==> src/rtl/hilo_unit_if.sv <==
// HI/LO unit bus: mul/div control, array result, mthi/mtlo/mfhi/mflo traffic.
// Pure wiring, no latency of its own.
// Backpressure is carried by stall (slave -> master).
interface hilo_unit_if;
    logic        start;
    logic        op_div;
    logic        div_zero;
    logic [63:0] result;
    logic        hi_we;
    logic        lo_we;
    logic [31:0] wdata;
    logic        rd_hi;
    logic        rd_lo;
    logic [31:0] hi_out;
    logic [31:0] lo_out;
    logic        busy;
    logic        done;
    logic        dz;
    logic        stall;

    // Datapath/control side: issues operations and register accesses.
    modport master (
        output start, op_div, div_zero, result, hi_we, lo_we, wdata, rd_hi, rd_lo,
        input  hi_out, lo_out, busy, done, dz, stall
    );

    // HI/LO unit side.
    modport slave (
        input  start, op_div, div_zero, result, hi_we, lo_we, wdata, rd_hi, rd_lo,
        output hi_out, lo_out, busy, done, dz, stall
    );
endinterface

==> src/rtl/hilo_unit.sv <==
// HI/LO registers behind the multicycle mul/div array; times the array path and commits its result.
// Commit lands MUL_LAT/DIV_LAT edges after an accepted start; done pulses the cycle after.
// While busy, start/mthi/mtlo/mfhi/mflo are held off with a combinational stall.
module hilo_unit #(
    parameter int MUL_LAT = 2,
    parameter int DIV_LAT = 4
) (
    input  logic        clk,
    input  logic        clr,
    hilo_unit_if.slave  bus
);

    typedef enum logic {
        S_IDLE = 1'b0,
        S_WAIT = 1'b1
    } state_t;

    // Counter is loaded with LAT-1 so the commit edge is the one that sees zero.
    localparam logic [3:0] MUL_CNT = 4'(MUL_LAT - 1);
    localparam logic [3:0] DIV_CNT = 4'(DIV_LAT - 1);

    state_t      state_q, state_d;
    logic [3:0]  cnt_q,   cnt_d;
    logic        zflag_q, zflag_d;
    logic [31:0] hi_q,    hi_d;
    logic [31:0] lo_q,    lo_d;
    logic        done_q,  done_d;
    logic        dz_q,    dz_d;
    logic        busy;

    assign busy       = (state_q == S_WAIT);
    assign bus.busy   = busy;
    assign bus.hi_out = hi_q;
    assign bus.lo_out = lo_q;
    assign bus.done   = done_q;
    assign bus.dz     = dz_q;
    // Any request presented while an operation is in flight must be held off.
    assign bus.stall  = busy & (bus.start | bus.hi_we | bus.lo_we | bus.rd_hi | bus.rd_lo);

    // Next-state: accept start/writes in IDLE, count down and commit in WAIT.
    always_comb begin
        state_d = state_q;
        cnt_d   = cnt_q;
        zflag_d = zflag_q;
        hi_d    = hi_q;
        lo_d    = lo_q;
        dz_d    = dz_q;
        done_d  = 1'b0;
        case (state_q)
            S_IDLE: begin
                if (bus.hi_we) hi_d = bus.wdata;
                if (bus.lo_we) lo_d = bus.wdata;
                if (bus.start) begin
                    // op_div only matters here: it picks the latency and qualifies div_zero.
                    cnt_d   = bus.op_div ? DIV_CNT : MUL_CNT;
                    zflag_d = bus.op_div & bus.div_zero;
                    dz_d    = 1'b0;
                    state_d = S_WAIT;
                end
            end
            S_WAIT: begin
                if (cnt_q != 4'd0) begin
                    cnt_d = cnt_q - 4'd1;
                end else begin
                    // A zero divisor leaves HI/LO untouched and only raises dz.
                    if (!zflag_q) begin
                        hi_d = bus.result[63:32];
                        lo_d = bus.result[31:0];
                    end else begin
                        dz_d = 1'b1;
                    end
                    done_d  = 1'b1;
                    state_d = S_IDLE;
                end
            end
            default: state_d = S_IDLE;
        endcase
    end

    // State registers; reset mid-operation abandons the operation without a commit.
    always_ff @(posedge clk or negedge clr) begin
        if (!clr) begin
            state_q <= S_IDLE;
            cnt_q   <= 4'd0;
            zflag_q <= 1'b0;
            hi_q    <= 32'd0;
            lo_q    <= 32'd0;
            done_q  <= 1'b0;
            dz_q    <= 1'b0;
        end else begin
            state_q <= state_d;
            cnt_q   <= cnt_d;
            zflag_q <= zflag_d;
            hi_q    <= hi_d;
            lo_q    <= lo_d;
            done_q  <= done_d;
            dz_q    <= dz_d;
        end
    end

endmodule

==> src/flat_wrapper.sv <==
// flat-port wrapper written by rule: the top's interface ports become plain ports
module hilo_unit_flat 
#(
    parameter int MUL_LAT = 2,
    parameter int DIV_LAT = 4
)
  (clk, clr, bus_start, bus_op_div, bus_div_zero, bus_result, bus_hi_we, bus_lo_we, bus_wdata, bus_rd_hi, bus_rd_lo, bus_hi_out, bus_lo_out, bus_busy, bus_done, bus_dz, bus_stall);
  hilo_unit_if bus_i ();
  input  logic clk;
  input  logic clr;
  input wire logic [$bits(bus_i.start)-1:0] bus_start;
  input wire logic [$bits(bus_i.op_div)-1:0] bus_op_div;
  input wire logic [$bits(bus_i.div_zero)-1:0] bus_div_zero;
  input wire logic [$bits(bus_i.result)-1:0] bus_result;
  input wire logic [$bits(bus_i.hi_we)-1:0] bus_hi_we;
  input wire logic [$bits(bus_i.lo_we)-1:0] bus_lo_we;
  input wire logic [$bits(bus_i.wdata)-1:0] bus_wdata;
  input wire logic [$bits(bus_i.rd_hi)-1:0] bus_rd_hi;
  input wire logic [$bits(bus_i.rd_lo)-1:0] bus_rd_lo;
  output wire logic [$bits(bus_i.hi_out)-1:0] bus_hi_out;
  output wire logic [$bits(bus_i.lo_out)-1:0] bus_lo_out;
  output wire logic [$bits(bus_i.busy)-1:0] bus_busy;
  output wire logic [$bits(bus_i.done)-1:0] bus_done;
  output wire logic [$bits(bus_i.dz)-1:0] bus_dz;
  output wire logic [$bits(bus_i.stall)-1:0] bus_stall;
  assign bus_i.start = bus_start;
  assign bus_i.op_div = bus_op_div;
  assign bus_i.div_zero = bus_div_zero;
  assign bus_i.result = bus_result;
  assign bus_i.hi_we = bus_hi_we;
  assign bus_i.lo_we = bus_lo_we;
  assign bus_i.wdata = bus_wdata;
  assign bus_i.rd_hi = bus_rd_hi;
  assign bus_i.rd_lo = bus_rd_lo;
  assign bus_hi_out = bus_i.hi_out;
  assign bus_lo_out = bus_i.lo_out;
  assign bus_busy = bus_i.busy;
  assign bus_done = bus_i.done;
  assign bus_dz = bus_i.dz;
  assign bus_stall = bus_i.stall;
  hilo_unit #(.MUL_LAT(MUL_LAT), .DIV_LAT(DIV_LAT)) u_core (.clk(clk), .clr(clr), .bus(bus_i));
endmodule
==> config.mk <==
export PLATFORM = sky130hd
export DESIGN_NAME = hilo_unit_flat
export DESIGN_NICKNAME = d
export VERILOG_FILES = /design/src/rtl/hilo_unit_if.sv /design/src/rtl/hilo_unit.sv /design/src/flat_wrapper.sv
export SDC_FILE = /design/constraint.sdc
export NUM_CORES = 1
export LEC_CHECK = 0
export CAP_MARGIN = 20
export CORE_UTILIZATION = 40
export CTS_CLUSTER_DIAMETER = 150
export DETAILED_ROUTE_END_ITERATION = 8
export PLACE_DENSITY = 0.87
export SETUP_SLACK_MARGIN = 0.02
export SYNTH_ARGS = -nofsm -noshare
export SYNTH_HDL_FRONTEND = slang
export SYNTH_SLANG_ARGS = --single-unit
==> constraint.sdc <==
create_clock -name clk -period 2 [get_ports clk]
set_input_delay 0.2 -clock clk [delete_from_list [all_inputs] [get_ports clk]]
set_output_delay 0.2 -clock clk [all_outputs]
set_load 0.03 [all_outputs]
* Yosys cells after proc, flatten, opt, wreduce, memory -nomap -nowiden
Cells that the tools add are included.
** Storage, ports and cells
- Flip-flop bits (word level) :: 72
- Input port bits :: 105
- Output and inout bits :: 68
- Logic and storage cells :: 49
** Operators by class
- Add/subtract/negate cells :: 1
- Equal/unequal tests :: 7
- Multiplexer cells :: 21
- Bitwise logic cells :: 7
- Reduce and logical (&&, ||, !) cells :: 6
** Operators with widths (number)
- 2-to-1 mux 32 bit :: 6
- one-hot mux 32 bit (2 select lines) :: 2
- != test 2 bit, second input constant :: 7
- AND reduction 3 bit :: 3
- 2-to-1 mux 4 bit :: 2
- one-hot mux 4 bit (2 select lines) :: 1
- 2-to-1 mux 1 bit :: 7
- OR 1 bit :: 4
- one-hot mux 1 bit (2 select lines) :: 2
- AND reduction 2 bit :: 2
- nonzero test 4 bit :: 1
- subtractor 4 x 1 -> 4 bit, second input constant :: 1
- bitwise AND 1 bit :: 2
- 2-to-1 mux 2 bit :: 1
- inverter 1 bit :: 1

* Depth between registers and ports, before layout
Gate-level depths: netlist of run 1.
- Depth after elaboration :: 5
- Mapped depth :: 8
- Depth with buffers taken out :: 5

* Worst setup path after synthesis of run 1
OpenSTA, ideal clock, no wires.
- Path kind :: flip-flop to flip-flop
- From :: register u_core.cnt_q[0]
- To :: register u_core.hi_q[0] (netlist: u_core.bus.hi_out[0])
- Library setup time :: 0.129 ns
- Arrival :: 1.684 ns
- Data required time :: 1.871 ns
- Slack :: 0.186 ns
- Stages on the path, launching flop included :: 9
- Buffers on the path :: 3
- Period minus slack after synthesis :: 1.814 ns
- Path through :: dfrtp_1 -> inv_1 -> ha_1 -> or3b_1 -> clkbuf_1 -> buf_2 -> buf_2 -> o32ai_1 -> a21oi_1
** Between the ends
- Longest elaborated chain between the ends :: 3
** Ends and longest elaborated chain
- start, declared :: line hilo_unit.sv:23 : logic [3:0] cnt_q, cnt_d;
- start signal, assigned :: line hilo_unit.sv:92 : cnt_q <= cnt_d;
- nonzero test 4 bit :: line hilo_unit.sv:62 : if (cnt_q != 4'd0) begin
- != test 2 bit (no source line)
- AND reduction 3 bit (no source line)
- end signal, assigned :: line hilo_unit.sv:94 : hi_q <= hi_d;
- end, declared :: line hilo_unit.sv:25 : logic [31:0] hi_q, hi_d;
No other way between the ends.
A chain may end at the register's enable or synchronous reset.

* Worst setup path after layout of run 1
- From :: input bus_hi_we
- To :: output bus_stall
** Between the ends
- Longest elaborated chain between the ends :: 5
** Ends and longest elaborated chain
- start, declared :: line flat_wrapper.sv:15 : input wire logic [$bits(bus_i.hi_we)-1:0] bus_hi_we;
- OR 1 bit (4 in series) :: line hilo_unit.sv:38 : assign bus.stall = busy & (bus.start | bus.hi_we | bus.lo_we | bus.rd_hi | bus.rd_lo);
- bitwise AND 1 bit :: line hilo_unit.sv:38
- end, declared :: line flat_wrapper.sv:25 : output wire logic [$bits(bus_i.stall)-1:0] bus_stall;
No other way between the ends.

==> metrics, run 1 <==
fillers=618; clock slew at reported path FFs=approximately 80 ps; DRC Markers=0; Synthesized Nets=441; Final Max Slew Viols=0; Total GRT Usage=24.7%; Starting DRT DRC Count=around 180; Core Util, Final=between 60% and 70%; mux share of post-synthesis cell area=0.299%; Synth Area in Compound Gates=28.2%; vias=3431; Post-Synth XOR/XNOR Area=0%; H-tree depth=3; largest family of logic cells by synthesized area=compound AO/OA/AOI/OAI gates; RSZ-0062 raised after global routing=no; final worst setup slack=115 ps; Final setup viols=0; Worst-Skew Late Latency=between 300 and 400 ps; warning count from the yosys run=0; Async SR Flop Fraction=100%; Setup CP Type=in -> out; initial core utilization=between 40% and 50%; final worst path period share=a little over nine tenths; Post-Synth Simple-Gate Area=between 10 and 15%; Worst EP arrival=1690 ps; final hold violations=0; DR vias/cell=approximately 5.7; worst rel slew slack=between 30% and 40%; share of post-route cells with drive strength above 1=~9.1%; FF+latch count, synth=72; most common cell after layout, fill and taps aside=clkdlybuf4s50_1; area post-placement=0.00514 mm^2; fmax=approximately 530 MHz; status=finished clean; Initial DRT Pass Iterations=5; syn_area_per_cell=between 9 and 10 um^2; Area Growth Syn to Fin=61.8%; I/O pin cnt=~170; Hold Crit Class=in -> reg; Max Cap Viol=0; CORE AREA=between 0.007 and 0.008 mm^2; final WL=between 10000 and 15000 um; pre-CTS setup slack=-129 ps; maximum VDD drop=roughly 900 uV; total congestion overflow=0; Die Wd=about 93 um; synthesized area=~0.0033 mm^2; Inserted Clock Buffers=9; Clock Tree Root=clkbuf_8; post-synth cell types=28; Synth Area in Adders=0.374%; vias in the first global route=roughly 3300; post-layout net count=605; Worst Path Required=roughly 1800 ps; row count=32; initial antenna violation count=0; cell count after synthesis=between 300 and 400; Critical Path Source Type=primary input; design area=around 0.0054 mm^2; total chip power=9.47 mW; Diodes inserted=0; HPWL Detailed=7410 um; worst-margin pin slew=between 900 and 1000 ps; IO buf count=roughly 170; gpl congestion=0.813; PwrDens=between 1500 and 2000 mW/mm^2; CP Capture Type=output pin; WL/cell=17.8 um; largest net degree at the start of global routing=73; post-route ant nets=0; CTS Buffer Depth=2; Leakage=2.05 nW; full die area=roughly 0.0087 mm^2; worst-path fanout max=3; ys flop type=dfrtp_1; number of clock sinks=72; most frequent cells in the layout=170 x clkdlybuf4s50_1, 72 x dfrtp_1, 66 x a21oi_1; post-synthesis sequential area ratio=53.9%; Clock Skew=between 10 and 15 ps; setup bufs post-CTS=0; Post-synth EDFFs=0; chip height=93.5 um; Final min period=between 1500 and 2000 ps; CTS tree=done; first-pass GRT wire length=between 15000 and 20000 um
==> sequential cells by signal (all words and copies together), names as in the netlist <==
register,flops
u_core.bus.busy,1
u_core.cnt_q,4
u_core.bus.lo_out,32
u_core.bus.hi_out,32
u_core.zflag_q,1
u_core.bus.dz,1
u_core.bus.done,1
==> per-stage QoR <==
step,hold slack (ps),instances,setup TNS (ps)
after floorplan,-95.6,335,0
after global placement,368,589,-102
after detailed placement,381,589,-154
after CTS,417,606,0
after global routing,429,606,0
final,421,606,0
==> routing by layer <==
| metal | global-route usage, % | routed length (um) |
|---|---|---|
| met4 | 6.67 | 181 |
| met5 | 0 | 0 |
| met3 | 5.12 | 767 |
| met1 | 31.5 | 4350 |
| met2 | 42.4 | 5470 |
==> power by group <==
| group | internal (mW) | total [mW] | leakage (nW) | switching [mW] |
|---|---|---|---|---|
| sequential | 2.20 | 2.62 | 0.801 | 0.427 |
| clock | 0.609 | 1.15 | 0.0993 | 0.544 |
| combinational | 2.34 | 5.69 | 1.15 | 3.35 |
==> final timing paths <==
kind                       slack [ps]  cells after the start               endpoint             from
max                               110                      4              bus_stall        bus_hi_we
min                               420                      3         u_core.zflag_q     bus_div_zero
max reg2reg                       160                      6  u_core.bus.hi_out[21]  u_core.cnt_q[0]
min reg2reg                       530                      1          u_core.bus.dz    u_core.bus.dz
max in group asynchronous         890                      2  u_core.bus.hi_out[31]              clr
min in group asynchronous         510                      2  u_core.bus.hi_out[13]              clr
==> cell families (layout without fill, tap and decap cells) <==
kind of cell             Yosys count  in the layout
multiplexers                       1              1
AO/OA/AOI/OAI                    137            137
adder cells (fa/ha/maj)            1              1
flip-flops                        72             72
AND/OR/NAND/NOR                   86             86
buffers and inverters             38            207
==> worst max-delay path, cell delays in order <==
cell	delay (ps)
clkdlybuf4s50_1	430
or4_1	530
o21a_1	170
dlygate4sd2_1	340
==> synthesized netlist by cell type, types with 2 or more instances <==
library cell	instances	share of area, %
a21o_1	2	0.45
a21oi_1	66	9.9
buf_2	5	0.75
buf_6	7	2.4
clkbuf_1	24	2.7
dfrtp_1	72	54
inv_1	2	0.22
nand2_1	4	0.45
nand2b_1	5	0.93
nor2_1	64	7.2
nor2b_1	2	0.37
nor3b_1	3	0.67
o21ai_0	2	0.30
o32ai_1	63	16
==> cell type report <==
cell class	instances	area (um^2)	area share (%)
timing repair buffer	189	1870	34.5
sequential	72	1800	33.3
multi-input combinational	225	1410	26.1
clock buffer	11	141	2.61
tap	102	128	2.36
clock inverter	5	56.3	1.04
inverter	2	7.51	0.139
==> what timing repair did <==
item | CTS | global route
pin swaps | 0 | 0
resized for setup | 6 | 7
hold buffers | 1 | 0
hold endpoints to repair | 3 | 0
endpoints found under the setup margin | 43 | 42
Note: power is estimated with default switching activity, not from simulation.
==> inputs of run 2 (changes only) <==
--- a/config.mk
+++ b/config.mk
@@ -6,6 +6,7 @@
 export NUM_CORES = 1
 export LEC_CHECK = 0
 export CAP_MARGIN = 20
+export CORE_MARGIN = 4
 export CORE_UTILIZATION = 40
 export CTS_CLUSTER_DIAMETER = 150
 export DETAILED_ROUTE_END_ITERATION = 8
==> run 2 against run 1 <==
Clock skew increased by 2.4 ps. Maximum frequency decreased by 1.3%. Core utilization fell by 1.7 points. Critical path depth up 2. Worst setup slack lost 26 ps. Highest routed layer unchanged.
==> metrics, run 2 (same netlist as run 1, synthesis figures left out) <==
Max Cap Viol=0 (unchanged); CP max stage cell=or3b_4; Worst EP arrival=2110 ps (+420 ps); CTS Buffer Depth=2 (unchanged); fillers=638 (+3.2%); chip height=99.5 um (+6.4%); vias=3455 (+0.70%); CP cell instances=inv_1 > ha_2 > or3b_4 > buf_4 > o32ai_1 > a21oi_1; Worst path depth=6 (+2); final hold violations=0 (unchanged); total chip power=9.67 mW (+2.1%); row count=33 (+3.1%); initial antenna violation count=0 (unchanged); WHS=406 ps (-14.0 ps); RSZ-0062 raised after global routing=yes; post-layout net count=609 (+0.66%); reg2reg path depth=6 (unchanged); switch share=44.9% (-0.71 points); Final setup viols=0 (unchanged); worst-margin pin slew=424 ps (-477 ps); post-route ant nets=0 (unchanged); total congestion overflow=0 (unchanged); Worst-Skew Late Latency=330 ps (about the same); share of post-route cells with drive strength above 1=9.84% (+0.72 points); vias in the first global route=3589 (+9.0%); DR vias/cell=5.64 (-0.45%); Inst Count DP=596 (+1.2%); final WL=11400 um (+5.5%); reg2reg start=u_core.cnt_q[0]; IO buf count=172 (unchanged); R2R Path End=u_core.bus.lo_out[31]; first-pass GRT wire length=17600 um (+6.7%); H-tree depth=3 (unchanged); initial core utilization=40.9% (-1.5 points); CTS tree=done; final worst setup slack=88.9 ps (-25.7 ps); most frequent cells in the layout=170 x clkdlybuf4s50_1, 72 x dfrtp_1, 64 x nor2_1; Die Wd=99.5 um (+6.4%); Worst Path Required=2200 ps (+400 ps); Clock Tree Root=clkbuf_8; Setup CP Type=reg -> reg; Final min period=1910 ps (+25.7 ps); Inserted Clock Buffers=9 (unchanged); PwrDens=1770 mW/mm^2 (+0.96%); NetSw=4.34 mW (+0.55%); most common cell after layout, fill and taps aside=clkdlybuf4s50_1; number of clock sinks=72 (unchanged); full die area=0.00989 mm^2 (+13%); Internal=5.33 mW (+3.5%); I/O pin cnt=173 (unchanged); Initial DRT Pass Iterations=5 (unchanged); crit-path max cell delay=420 ps (-110 ps); setup bufs post-CTS=0 (unchanged); cell family with most CP delay=compound AO/OA/AOI/OAI gates; area of the multi-input gates=0.00140 mm^2 (-1.1%); maximum VDD drop=837 uV (-6.7%); WL/cell=18.5 um (+4.3%); Worst Path Buf+Inv=2 (unchanged); Area Growth Syn to Fin=63.6%; final worst path period share=95.6% (+1.3 points); gpl congestion=0.841 (+3.4%); clock network fraction of design power=13.1% (+0.9 points); fmax=523 MHz (-1.3%); Total GRT Usage=22.5% (-2.2 points); Hold Crit Class=in -> async; Clock Skew=14.3 ps (+2.36 ps); pre-CTS setup slack=-129 ps (-0.512 ps); non-filler cells, final=613 (+1.2%); Critical Path Source Type=flip-flop; Starting DRT DRC Count=161 (-12%); Final Max Slew Viols=0 (unchanged); Setup crit start=u_core.cnt_q[0]; share of power burned in registers=27.2% (-0.5 points); Register Area=0.00180 mm^2 (unchanged); clock slew at reported path FFs=80 ps (about the same); largest net degree at the start of global routing=73 (unchanged); CP Capture Type=flip-flop; CP endpoint=u_core.bus.lo_out[31]; Diodes inserted=0 (unchanged); combinational cell fraction of total power=59.6% (-0.5 points); worst rel slew slack=71.8% (+32 points); worst-path fanout max=21 (+18); CORE AREA=0.00818 mm^2 (+3.6%); Leakage=2.08 nW (+1.3%); reg2reg setup slack=90 ps (-70 ps); status=finished clean; HPWL Detailed=8200 um (+11%); DRC Markers=0 (unchanged)
-- run 2: changes by cell type in the layout (fill, tap and decap cells not counted), sizes merged --
cell,change
buf,+4
bufinv,+1
clkinv,-2
clkinvlp,+1
-- run 2: power by group through the flow --
| stage | Clock (mW) | Combinational [mW] | Sequential, mW |
|---|---|---|---|
| 6_report | 1.27 | 5.77 | 2.63 |
| 5_1_grt | 1.37 | 6.14 | 2.72 |
| 3_5_place_dp | 0 | 5.66 | 2.66 |
| 2_1_floorplan | 0 | 2.15 | 3.90 |
| 3_3_place_gp | 0 | 5.50 | 2.61 |
| 4_1_cts | 1.29 | 5.68 | 2.63 |
-- run 2: worst min-delay path by stage --
stage          start                     to  slack (ps)  depth (start not counted)
2_1_floorplan    clr        u_core.bus.busy        -100                          0
3_3_place_gp     clr          u_core.bus.dz         230                          2
3_5_place_dp     clr          u_core.bus.dz         250                          2
4_1_cts          clr  u_core.bus.lo_out[21]         420                          3
5_1_grt          clr          u_core.bus.dz         450                          3
6_report         clr  u_core.bus.lo_out[23]         410                          3
-- run 2: area by class of cell --
class / count / share of cell area (%)
inverter: 2 / 0.137
timing repair buffer: 193 / 35.0
clock buffer: 11 / 2.58
multi-input combinational: 225 / 25.5
sequential: 72 / 32.9
tap: 105 / 2.40
clock inverter: 5 / 1.46
-- run 2: worst reg2reg max path: cells and delay by family, from the launching register on --
| kind | cells | cell delay [ps] |
|---|---|---|
| AO/OA/AOI/OAI | 2 | 440 |
| adder cells (fa/ha/maj) | 1 | 210 |
| buffers and inverters | 2 | 330 |
| flip-flops | 1 | 390 |
| AND/OR/NAND/NOR | 1 | 420 |
-- run 2: through the flow --
| stage | cell area (um^2) | util (%) | TNS, ps |
|---|---|---|---|
| floorplan | 3350 | - | 0 |
| global placement | 5180 | 63.4 | -113 |
| detailed placement | 5180 | 63.4 | -1370 |
| CTS | 5420 | 66.3 | 0 |
| global route | 5480 | 67.0 | 0 |
| finish | 5480 | 67.0 | 0 |
-- run 2: layer usage --
metal  vias to the layer above  share of wire, %  GRT usage, %  routed length (um)
li1                       1601                 -             -                   -
met1                      1656                39          26.1                4470
met2                       172                51          39.4                5760
met3                        26               7.5          5.47                 852
met4                         0               2.5          9.98                 280
met5                         -                 0             0                   0
-- run 2: what timing repair did --
| action | in CTS | in global routing |
|---|---|---|
| endpoints found under the hold margin | 72 | 0 |
| hold buffers | 1 | 0 |
| gates resized for setup | 3 | 12 |
| endpoints found under the setup margin | 60 | 51 |
==> inputs of run 3 (changes only) <==
--- a/config.mk
+++ b/config.mk
@@ -9,6 +9,7 @@
 export CORE_MARGIN = 4
 export CORE_UTILIZATION = 40
 export CTS_CLUSTER_DIAMETER = 150
+export CTS_CLUSTER_SIZE = 20
 export DETAILED_ROUTE_END_ITERATION = 8
 export PLACE_DENSITY = 0.87
 export SETUP_SLACK_MARGIN = 0.02
==> results of run 3 <==
Final layout, timing and power as in run 2 (identical DEF).
